--- src/rtl/serial_adder_pkg.sv ---
// Shared types and constants for the bit-serial adder.
package serial_adder_pkg;

  typedef enum logic [1:0] {
    IDLE = 2'd0,
    RUN  = 2'd1,
    DONE = 2'd2
  } state_t;

  localparam int DEFAULT_WIDTH = 8;

  // Width of the bit counter that walks 0..WIDTH-1.
  function automatic int cnt_w(input int w);
    return $clog2(w);
  endfunction

endpackage

--- src/rtl/serial_adder_fa_bit.sv ---
// Single-bit full-adder cell; the only arithmetic in the serial datapath.
module fa_bit (
  input  logic a,
  input  logic b,
  input  logic cin,
  output logic sum,
  output logic carry
);

  assign sum   = a ^ b ^ cin;
  assign carry = (a & b) | (cin & (a ^ b));

endmodule

--- src/rtl/serial_adder.sv ---
// Bit-serial WIDTH-bit adder, LSB first, one bit per clock under start/done.
// Optional signed-overflow output enabled by defining SERIAL_ADDER_OVF_EN.
module serial_adder
  import serial_adder_pkg::*;
#(
  parameter int WIDTH = DEFAULT_WIDTH
) (
  input  logic             clk,
  input  logic             rst,
  input  logic             start,
  input  logic [WIDTH-1:0] a,
  input  logic [WIDTH-1:0] b,
  input  logic             cin,
  output logic             busy,
  output logic             done,
  output logic [WIDTH-1:0] sum,
`ifdef SERIAL_ADDER_OVF_EN
  output logic             ovf,
`endif
  output logic             cout
);

  localparam int             CW   = cnt_w(WIDTH);
  localparam logic [CW-1:0] LAST = CW'(WIDTH - 1);

  state_t           state, nstate;
  logic [WIDTH-1:0] a_sr, b_sr, s_sr;
  logic [CW-1:0]    cnt;
  logic             cy;
  logic             fs, fc;
  logic             load, fin;

  fa_bit u_fa (
    .a     (a_sr[0]),
    .b     (b_sr[0]),
    .cin   (cy),
    .sum   (fs),
    .carry (fc)
  );

  always_comb begin
    nstate = state;
    load   = 1'b0;
    fin    = 1'b0;
    case (state)
      IDLE: if (start) begin
        load   = 1'b1;
        nstate = RUN;
      end
      RUN: if (cnt == LAST) begin
        fin    = 1'b1;
        nstate = DONE;
      end
      DONE: begin
        // A start in the DONE cycle chains straight into the next operation.
        load   = start;
        nstate = start ? RUN : IDLE;
      end
      default: nstate = IDLE;
    endcase
  end

  always_ff @(posedge clk) begin
    if (rst) begin
      state <= IDLE;
      a_sr  <= '0;
      b_sr  <= '0;
      s_sr  <= '0;
      cnt   <= '0;
      cy    <= 1'b0;
      sum   <= '0;
      cout  <= 1'b0;
`ifdef SERIAL_ADDER_OVF_EN
      ovf   <= 1'b0;
`endif
    end else begin
      state <= nstate;
      if (load) begin
        a_sr <= a;
        b_sr <= b;
        cy   <= cin;
        cnt  <= '0;
      end else if (state == RUN) begin
        a_sr <= a_sr >> 1;
        b_sr <= b_sr >> 1;
        s_sr <= {fs, s_sr[WIDTH-1:1]};
        cy   <= fc;
        cnt  <= cnt + 1'b1;
        if (fin) begin
          sum  <= {fs, s_sr[WIDTH-1:1]};
          cout <= fc;
`ifdef SERIAL_ADDER_OVF_EN
          // On the last bit, cy is the carry into the MSB.
          ovf  <= cy ^ fc;
`endif
        end
      end
    end
  end

  assign busy = (state == RUN);
  assign done = (state == DONE);

endmodule

--- config.mk ---
export PLATFORM = sky130hd
export DESIGN_NAME = serial_adder
export DESIGN_NICKNAME = d
export VERILOG_FILES = /design/src/rtl/serial_adder_pkg.sv /design/src/rtl/serial_adder_fa_bit.sv /design/src/rtl/serial_adder.sv
export SDC_FILE = /design/constraint.sdc
export NUM_CORES = 1
export LEC_CHECK = 0
export CAP_MARGIN = 15
export CORE_MARGIN = 1
export CORE_UTILIZATION = 45
export DETAILED_ROUTE_END_ITERATION = 16
export GPL_TIMING_DRIVEN = 0
export PLACE_DENSITY = 0.72
export SLEW_MARGIN = 20
export SYNTH_ARGS = -nofsm -noshare
export SYNTH_HDL_FRONTEND = slang
export SYNTH_SLANG_ARGS = --single-unit
--- constraint.sdc ---
create_clock -name clk -period 3.9 [get_ports clk]
set_clock_uncertainty 0.15 [all_clocks]
set_input_delay 0.585 -clock clk [delete_from_list [all_inputs] [get_ports clk]]
set_output_delay 0.585 -clock clk [all_outputs]
set_load 0.02 [all_outputs]
### Word level (Yosys, flattened, before mapping)

Cells that the tools add are included.

* output and inout bits: 11
* register bits: 39
* input bits: 20

* equal/unequal tests: 5
* mux-type cells: 14
* bitwise gates (word level): 6
* add/sub/neg operators: 1
* reductions and logical operators: 6

Operator list (count)
* $mux W8: 4
* $mux W1: 6
* $pmux W2 S3: 1
* $mux W2: 2
* $reduce_and A2 Y1: 2
* $add A3 B1 Y3 const B: 1
* $eq A3 B3 Y1 const B: 1
* $reduce_and A3 Y1: 1
* $and A1 B1 Y1: 2
* $eq A2 B1 Y1 const B: 1
* $eq A2 B2 Y1 const B: 1
* $logic_not A2 Y1: 1
* $ne A2 B1 Y1 const B: 1
* $ne A2 B2 Y1 const B: 1
* $pmux W1 S2: 1
* $reduce_bool A2 Y1: 1
* $reduce_or A2 Y1: 1
* $xor A1 B1 Y1: 2
* $not A1 Y1: 1
* $or A1 B1 Y1: 1

### Longest topological paths before layout

* depth after elaboration: 5
* gate-level depth with buffers: 6

### Hierarchy

A second synthesis with hierarchy kept.

* cell total of the unflattened synthesis: 179
* area total of the unflattened synthesis: 1526.5 sq um

By module, submodules not included
* serial_adder: seq. area each 760.7 sq um, cells each 178, times used 1, area each 1506.4 sq um
* fa_bit: seq. area each 0.0 sq um, cells each 1, times used 1, area each 20.0 sq um

### Least setup slack after synthesis

OpenSTA, ideal clock, no wires.

* kind: register to output
* from: register state[1]
* to: output port busy
* stages on the path, launching flop included: 5
* buffers on the path: 2
* arrival: 783 ps
* setup slack: 2382 ps
* cell sequence: dfxtp_1 -> nand2b_1 -> buf_6 -> clkinv_4 -> buf_4

* word-level cells in the longest chain between the ends: 1

RTL lines
* start: declaration: line serial_adder.sv:26 `state_t state, nstate;`
* start signal: assignment: line serial_adder.sv:77 `state <= nstate;`
* $eq A2 B1 Y1: line serial_adder.sv:101 `assign busy = (state == RUN);`
* end: declaration: line serial_adder.sv:14 `output logic busy,`

No other way between the ends.

### Final worst setup path

* from: register state[0]
* to: output port busy

Same word-level chain as after synthesis.

==> results.json <==
{
  "multi_input_area_um2": 671,
  "drive_gt1_frac": 0.103,
  "area.sequential_um2": 761,
  "yosysTopAreaCellShare": 0.494,
  "p_comb_frac": 0.140,
  "clockRootBuffer": "clkbuf_4",
  "dieArea_um2": 3660,
  "synth_simple_gate_area_frac": 0.228,
  "crit_fanout": 10,
  "yosys-top-cells-area": "dfxtp_1 49%, nand2_1 9.0%, a21oi_1 6.2%, nor3_1 5.2%, nand3_1 3.9%",
  "pwr-share-seq": 0.531,
  "hold_path_depth": 2,
  "slew_headroom": 0.700,
  "run_status": "complete, no violations",
  "synth_top_area_cell": "dfxtp_1",
  "antenna_found_initial": 0,
  "ys_seq_elements": 38,
  "vias": 1374,
  "tightest_slew_ns": 0.450,
  "totalPowerFinal_uw": 788,
  "placed_area_um2": 1890,
  "synth_adder_area_share": 0.0292,
  "rsz0062_at_grt": "no",
  "die_h_um": 60.5,
  "post-cts-setup-buffers": 0,
  "drc": 0,
  "cts_hold_buf": 0,
  "track_usage": 0.217,
  "hold_path_class": "flip-flop to flip-flop",
  "place_congestion": 0.769,
  "wirelength_um": 3330,
  "globalRouteOverflowTotal": 0,
  "initial_core_util": 0.489,
  "cts_sinks": 38,
  "cp_data_arrival_time_ns": 1.82,
  "synth_cell_types": 24,
  "synthMuxAreaShare": 0.0195,
  "coreArea_um2": 3150,
  "cts_tree": "done",
  "io_buffers": 29,
  "dpl.cell_count": 249,
  "leakage_uw": 0.000701,
  "first_iter_violations": 60,
  "antenna_cells": 0,
  "dp_hpwl_um": 2430,
  "setup_violations": 0,
  "die_x_um": 60.5,
  "p_per_area_nw_per_um2": 401,
  "fin_crit_sh": 0.655,
  "first_pass_iters": 4,
  "ant_nets": 0,
  "nets": 235,
  "grt_max_degree": 12,
  "std_cell_rows": 20,
  "synth_top_family_by_area": "simple AND/OR/NAND/NOR gates",
  "area_growth_pct": 27.3,
  "worstSetupStartpointType": "flip-flop",
  "fin_tns_setup_ns": 0,
  "hold_viol": 0,
  "ctsResizeCount": 0,
  "seq_area_frac_synth": 0.494,
  "synth_compound_area_frac": 0.153,
  "syn_avg_cell_area_um2": 8.76,
  "synth_xor_area_frac": 0.00568,
  "critical_path_class": "flip-flop to output pin",
  "syn_area_um2": 1540,
  "ios": 31,
  "switching_power_uw": 192,
  "clockPowerShare": 0.330,
  "fill_cells": 307,
  "fmax_mhz": 391,
  "r2r_cells": 5,
  "synthesis.nets": 199,
  "yosys_warnings": 0,
  "swShare": 0.243,
  "design_area_um2": 1960,
  "syn-instance-count": 176,
  "path_clk_slew_ns": 0.10,
  "grt_pass1_vias": 1259,
  "clk_latency_ns": 0.35,
  "max_cap_violations": 0,
  "slew_violations": 0,
  "htree_num_levels": 2,
  "numCtsBuffers": 5,
  "post-route-min-period_ns": 2.56,
  "power.internal_uw": 596,
  "stdcell_count": 257,
  "drt-vias-per-instance": 5.35,
  "end_kind": "output pin",
  "grt_pass1_wl_um": 5710,
  "required_ns": 3.16,
  "wl_per_cell_um": 13.0,
  "peakVddDrop_uv": 247,
  "clock_path_buffers": 2
}
## state kept, by name (all words and copies together), names as in the netlist
name,flops
s_sr,7
b_sr,8
cnt,3
state,2
cout,1
a_sr,8
sum,8
cy,1
## critical path, cell delays in order, from the launching register on
cell	delay [ns]
dfxtp_1	0.39
nand2b_1	0.08
buf_6	0.14
clkinv_4	0.07
buf_4	0.17
clkdlybuf4s50_1	0.61
## routing by layer
layer / wire [um] / vias to the layer above / global-route usage
met5: 0 / - / 0
met4: 36 / 0 / 0.0909
met3: 210 / 4 / 0.0746
met2: 1530 / 45 / 0.336
met1: 1550 / 638 / 0.278
li1: - / 687 / -
## worst paths after layout
path	endpoint	from	slack, ns
max	busy	state[0]	1.34
min	sum[6]	sum[6]	0.31
max reg2reg	sum[0]	cnt[0]	2.28
min reg2reg	sum[6]	sum[6]	0.31
## per-stage QoR
stage	setup WS (ns)	hold slack (ns)	util
floorplan	2.38	0.287	-
global placement	1.74	0.295	0.598
detailed placement	1.73	0.299	0.598
CTS	1.34	0.314	0.622
global route	1.26	0.330	0.622
finish	1.34	0.311	0.622
## kinds of logic (layout without fill, tap and decap cells)
kind of cell,Yosys count,after routing
compound gates,35,35
xor+xnor,1,1
fa+ha+maj,3,3
buf+inv,16,53
flops,38,38
mux,3,3
simple gates,80,80
## layout make-up
| type | instances | share of cell area |
|---|---|---|
| Clock buffer | 7 | 0.0230 |
| Tap cell | 44 | 0.0281 |
| Inverter | 1 | 0.00446 |
| Clock inverter | 1 | 0.0153 |
| Timing Repair Buffer | 29 | 0.148 |
| Buffer | 15 | 0.0517 |
| Sequential cell | 38 | 0.388 |
| Multi-Input combinational cell | 122 | 0.342 |
## power groups by stage
stage | clock network [uW] | registers [uW] | logic (uW)
detailed placement | 0 | 427 | 109
CTS | 263 | 418 | 110
global route | 278 | 421 | 122
finish | 260 | 418 | 110
global placement | 0 | 426 | 107
floorplan | 0 | 424 | 72.9
## synthesized netlist by cell type (all sizes together)
| master | number |
|---|---|
| a21oi | 19 |
| o22ai | 6 |
| nor3 | 16 |
| nand3b | 1 |
| fa | 1 |
| nand2b | 2 |
| clkbuf | 4 |
| xnor2 | 1 |
| clkinv | 1 |
| a22oi | 2 |
| nand2 | 38 |
| nor2 | 9 |
| ha | 2 |
| a311oi | 7 |
| nand3 | 12 |
| o21a | 1 |
| nor2b | 2 |
| buf | 11 |
| dfxtp | 38 |
| mux2i | 3 |
## cell usage in the layout (no fill, tap or decap), types with 2 or more instances in the layout
cell and n:
o22ai_1 6, a21oi_1 19, nand3_1 12, nand2b_1 2
nor3_1 16, clkbuf_4 5, dfxtp_1 38, nor2b_1 2
a22oi_1 2, ha_1 2, nor2_1 9, clkbuf_1 6
buf_6 3, nand2_1 37, a311oi_1 4, buf_2 3
buf_4 5, clkdlybuf4s50_1 29, mux2i_1 3, a311oi_2 3
No activity file was read; power rests on OpenSTA's default activity.
